[config.mk]
export PLATFORM = sky130hd
export DESIGN_NAME = conv_encoder
export DESIGN_NICKNAME = d
export VERILOG_FILES = /design/src/rtl/conv_encoder.sv
export SDC_FILE = /design/constraint.sdc
export NUM_CORES = 1
export LEC_CHECK = 0
export ABC_AREA = 1
export BUFFER_PORTS_ARGS = -buffer_cell sky130_fd_sc_hd__clkbuf_2
export CORE_MARGIN = 3
export CORE_UTILIZATION = 40
export CTS_CLUSTER_DIAMETER = 60
export CTS_CLUSTER_SIZE = 16
export DETAILED_ROUTE_END_ITERATION = 6
export MAX_ROUTING_LAYER = met4
export PLACE_DENSITY = 0.66
export SLEW_MARGIN = 25
export SYNTH_ARGS = -nofsm -noshare
export SYNTH_HDL_FRONTEND = slang
export SYNTH_SLANG_ARGS = --single-unit
[constraint.sdc]
create_clock -name clk -period 1.5 [get_ports clk]
set_clock_uncertainty 0.1 [all_clocks]
set_input_delay 0.15 -clock clk [delete_from_list [all_inputs] [get_ports clk]]
set_output_delay 0.15 -clock clk [all_outputs]
set_load 0.005 [all_outputs]
[src/rtl/conv_encoder.sv]
// Rate-1/2 feed-forward convolutional encoder with optional zero-tail termination.
// Accepts one framed bit per handshake and emits one registered 2-bit code symbol.
module conv_encoder #(
    parameter int           K       = 3,
    parameter logic [K-1:0] G0      = 3'b111,
    parameter logic [K-1:0] G1      = 3'b101,
    parameter int           TAIL_EN = 1
) (
    input  logic       clk,
    input  logic       rst_n,
    input  logic       in_valid,
    input  logic       in_bit,
    input  logic       in_last,
    output logic       in_ready,
    output logic       out_valid,
    output logic [1:0] out_sym,
    output logic       out_last,
    input  logic       out_ready,
    output logic       busy
);

    localparam int SR_W  = K - 1;
    localparam int CNT_W = (K > 2) ? $clog2(K) : 1;
    localparam logic [CNT_W-1:0] TAIL_LEN = CNT_W'(K - 1);
    localparam logic [CNT_W-1:0] CNT_ONE  = CNT_W'(1);

    typedef enum logic [1:0] {
        IDLE = 2'd0,
        DATA = 2'd1,
        TAIL = 2'd2
    } state_t;

    state_t state;
    state_t state_nxt;

    logic [SR_W-1:0]  sr;
    logic [CNT_W-1:0] tail_cnt;

    logic             vld_p1;
    logic [1:0]       sym_p1;
    logic             last_p1;

    logic             load;
    logic             accept;
    logic             tail_step;
    logic             tail_done;
    logic             frame_end;
    logic             shift;
    logic             b_p0;
    logic [K-1:0]     v_p0;
    logic [1:0]       sym_p0;
    logic [SR_W-1:0]  sr_nxt;

    function automatic logic parity(input logic [K-1:0] v, input logic [K-1:0] g);
        return ^(v & g);
    endfunction

    // Newest bit enters at the MSB; the oldest bit falls off the LSB.
    function automatic logic [SR_W-1:0] shift_in(input logic b, input logic [SR_W-1:0] s);
        logic [K-1:0] ext;
        ext = {b, s};
        return ext[K-1:1];
    endfunction

    always_ff @(posedge clk or negedge rst_n) begin
        if (!rst_n) begin
            state <= IDLE;
        end else begin
            state <= state_nxt;
        end
    end

    always_comb begin
        state_nxt = state;
        unique case (state)
            IDLE, DATA: begin
                if (accept) begin
                    if (!in_last) begin
                        state_nxt = DATA;
                    end else if (TAIL_EN != 0) begin
                        state_nxt = TAIL;
                    end else begin
                        state_nxt = IDLE;
                    end
                end
            end
            TAIL: begin
                if (tail_done) begin
                    state_nxt = IDLE;
                end
            end
            default: state_nxt = IDLE;
        endcase
    end

    always_comb begin
        load      = !vld_p1 || out_ready;
        in_ready  = rst_n && load && (state != TAIL);
        accept    = in_valid && in_ready;
        tail_step = load && (state == TAIL);
        tail_done = tail_step && (tail_cnt == CNT_ONE);
        frame_end = tail_done || (accept && in_last && (TAIL_EN == 0));
        shift     = accept || tail_step;
        busy      = (state != IDLE) || vld_p1;
    end

    // Stage p0: tap vector and parity of the bit being loaded (zero during tail).
    always_comb begin
        b_p0   = accept ? in_bit : 1'b0;
        v_p0   = {b_p0, sr};
        sym_p0 = {parity(v_p0, G0), parity(v_p0, G1)};
        sr_nxt = shift_in(b_p0, sr);
    end

    // Stage p1: output register; holds while downstream stalls.
    always_ff @(posedge clk or negedge rst_n) begin
        if (!rst_n) begin
            vld_p1   <= 1'b0;
            sym_p1   <= 2'b00;
            last_p1  <= 1'b0;
            sr       <= '0;
            tail_cnt <= '0;
        end else begin
            if (shift) begin
                vld_p1  <= 1'b1;
                sym_p1  <= sym_p0;
                last_p1 <= frame_end;
                sr      <= frame_end ? '0 : sr_nxt;
            end else if (out_ready) begin
                vld_p1  <= 1'b0;
                last_p1 <= 1'b0;
            end

            if (accept && in_last && (TAIL_EN != 0)) begin
                tail_cnt <= TAIL_LEN;
            end else if (tail_step) begin
                tail_cnt <= tail_cnt - CNT_ONE;
            end
        end
    end

    assign out_valid = vld_p1;
    assign out_sym   = sym_p1;
    assign out_last  = last_p1;

endmodule

==> metrics.md <==
| Metric | Value |
|---|---|
| Clock slew at reported path FFs | 0.05 ns |
| Post-DR wirelength/cell | 10.4 um |
| Cell variety after synth | 15 |
| Die width | 42.6 um |
| Yosys warning count | 0 |
| Total CTS buffers | 3 |
| Post-synthesis area per instance | 8.50 um^2 |
| HP Start | in_last |
| Synth Instances | 63 |
| Outcome | completed |
| Synth cell count leaders | 16 x nand2_1, 10 x dfrtp_1, 8 x nand3_1, 5 x inv_2 |
| CTS sink cnt | 10 |
| H-tree depth | 1 |
| DR pass1 iterations | 4 |
| Synth Flop Type | dfrtp_1 |
| Final wirelength | 967 um |
| I/O Pins | 12 |
| CP max stage delay | 0.52 ns |
| Worst reg2reg endpoint | state[0]$_DFFE_PN0P_ |
| Antenna Nets Post-Route | 0 |
| Kind of critical path | input pin to output pin |
| Final Hold Viols | 0 |
| Initial antenna violation count | 0 |
| Bufs and invs on worst path | 3 |
| Yosys top cell by area | dfrtp_1 |
| Vias per std cell | 4.86 |
| Leak | 0.363 nW |
| Sequence of cells on the critical path | dlygate4sd3_1, clkbuf_2, nand2_2, nor2_4, clkbuf_2 |
| Worst r2r src | state[0]$_DFFE_PN0P_ |
| Starting Density | 45.1% |
| Critical Path AT | 1.12 ns |
| Via count | 452 |
| Ys async rst share | 100% |
| # port buffers | 11 |
| N_diodes | 0 |
| Final core utilization | 54.6% |
| Tmin final | 1.37 ns |
| Post-synth top area share | 46.7% |
| Register-to-register setup slack | 0.22 ns |
| Fin crit share | 91.4% |
| Hold path depth | 2 |
| Initial detailed-routing violation count | 9 |
| Sequential-to-total area share from yosys stat | 46.7% |
| CTS tree | yes |
| GRT Resource Usage Total | 12.9% |
| Pins Over Slew Limit | 0 |
| Syn Nets | 70 |
| Total congestion overflow | 0 |
| Reg2reg path depth | 8 |
| # Max-Cap Violations | 0 |
| Slowest CP cell | dlygate4sd3_1 |
| Residual DRC | 0 |
| Worst-margin pin slew | 0.174 ns |
| Most frequent cell after synthesis | nand2_1 |
| Worst VDD drop | 0.815 mV |
| Ranking of synthesized cells by area | dfrtp_1 47%, nand2_1 11%, nand2_4 8.4%, nand3_1 7.5%, nor2_4 4.2% |
| Crit path launch type | input pin |
| Setup_tns | 0 ns |
| Share of post-route cells with drive strength above 1 | 36.7% |
| Die H | 42.6 um |
| Fmax | 0.730 GHz |
| Hold Crit Endpoint | tail_cnt[0]$_DFFE_PN0P_ |
| Clock Path Buffers | 2 |
| Critical path data required time | 1.25 ns |
| Row cnt | 12 |
| Post-synth EDFFs | 0 |
| Slew margin rel. | 88.4% |
| Unrepaired setup endpoints after global routing | no |
| CTS root buf | clkbuf_4 |
| Post-CTS setup buffers | 0 |
| Fillers | 111 |
| Area Overhead vs Synth | 21.0% |
| CP most frequent cell | clkbuf_2 |
| Clock Latency Late Sink | 0.25 ns |
| Cell family with most CP delay | buffers and inverters |
| Detailed Place HPWL | 832 um |
| #FFs+latches synth | 10 |
| Total core area | 1190 um^2 |
| Worst Setup End Kind | output pin |
| Pwr Density | 1820 nW/um^2 |
| Mapped Area | 536 um^2 |
| Crit path max fanout | 4 |
| RePlAce Congestion | 0.854 |
| Vias in the first global route | 429 |
| Pin count of the biggest net entering global routing | 11 |
| Die ar. | 1810 um^2 |
| Global-route wire length before repair | 1670 um |
| Post-CTS Resized | 0 |
| Final Setup Violations | 0 |
| Nets | 88 |
| HP Class | input pin to flip-flop |
==> final cells by class <==
type                    instances  area (um^2)  share of cell area, %
inverters                       9         33.8                   5.21
repair buffers                 13         72.6                   11.2
well taps                      14         17.5                   2.70
clock buffers                   3         22.5                   3.47
flip-flops and latches         10          250                   38.6
multi-input cells              44          251                   38.8
==> repair_timing <==
item / 4_1_cts / 5_1_grt
setup endpoints to repair: 0 / 0
hold buffers: 1 / 0
hold endpoints to repair: 10 / 0
==> where the power goes <==
| part | switching [mW] | total [mW] | internal [mW] | leakage (nW) |
|---|---|---|---|---|
| logic | 0.323 | 0.540 | 0.217 | 0.224 |
| registers | 0.0853 | 0.469 | 0.383 | 0.125 |
| clock network | 0.0765 | 0.168 | 0.0918 | 0.0138 |
| total | 0.484 | 1.18 | 0.692 | 0.363 |
==> through the flow <==
step                      instances  instance area (um^2)  hold WS, ns  setup WS [ns]  total power, mW
after CTS                        93                   648      0.00577          0.120             1.20
after global routing             93                   648       0.0221         0.0545             1.29
after floorplan                  63                   536       -0.246          0.294            0.859
after global placement           89                   616       0.0129          0.214             1.00
final                            93                   648      0.00887          0.129             1.18
after detailed placement         89                   616      0.00908          0.220             1.03
==> metal layers <==
metal  vias to the layer above  wire, um  track usage [%]
met5                         -         0                -
met4                         0        14             5.59
met3                         2        56             5.15
met2                        14       484             21.6
met1                       200       411             13.2
li1                        236         -                -
==> registers in the layout (all words and copies together), names as in the netlist <==
signal	count
out_last	1
out_sym	2
out_valid	1
sr	2
state	2
tail_cnt	2
==> cell usage in the layout (no fill, tap or decap) <==
master / synthesis / final
nand2_2: 3 / 3
o21ai_0: 1 / 1
nor2_1: 2 / 2
nand3_1: 8 / 8
nand4_1: 1 / 1
inv_2: 5 / 5
clkbuf_4: 0 / 3
nand2_4: 4 / 4
dfrtp_1: 10 / 10
a21oi_1: 1 / 1
xor2_1: 1 / 1
ha_1: 1 / 1
dlygate4sd3_1: 0 / 1
clkbuf_2: 0 / 11
nor2_4: 2 / 2
o21ai_1: 4 / 4
nand2_1: 16 / 16
inv_1: 4 / 4
buf_4: 0 / 1
==> kinds of logic after synthesis <==
logic type,share of synthesized area [%]
AND/OR/NAND/NOR,37.4
adder cells (fa/ha/maj),2.34
AO/OA/AOI/OAI,5.61
XOR/XNOR,1.64
buffers and inverters,6.31
flip-flops,46.7
==> worst max path at each step <==
| stage | start | end | cells past startpoint |
|---|---|---|---|
| detailed placement | state[0]$_DFFE_PN0P_ | state[0]$_DFFE_PN0P_ | 8 |
| global route | out_valid$_DFFE_PN0P_ | in_ready | 4 |
| finish | rst_n | in_ready | 5 |
| global placement | state[0]$_DFFE_PN0P_ | state[0]$_DFFE_PN0P_ | 8 |
| floorplan | out_valid$_DFFE_PN0P_ | out_sym[1]$_DFFE_PN0P_ | 8 |
| CTS | rst_n | in_ready | 5 |
No activity file was read; power rests on OpenSTA's default activity.
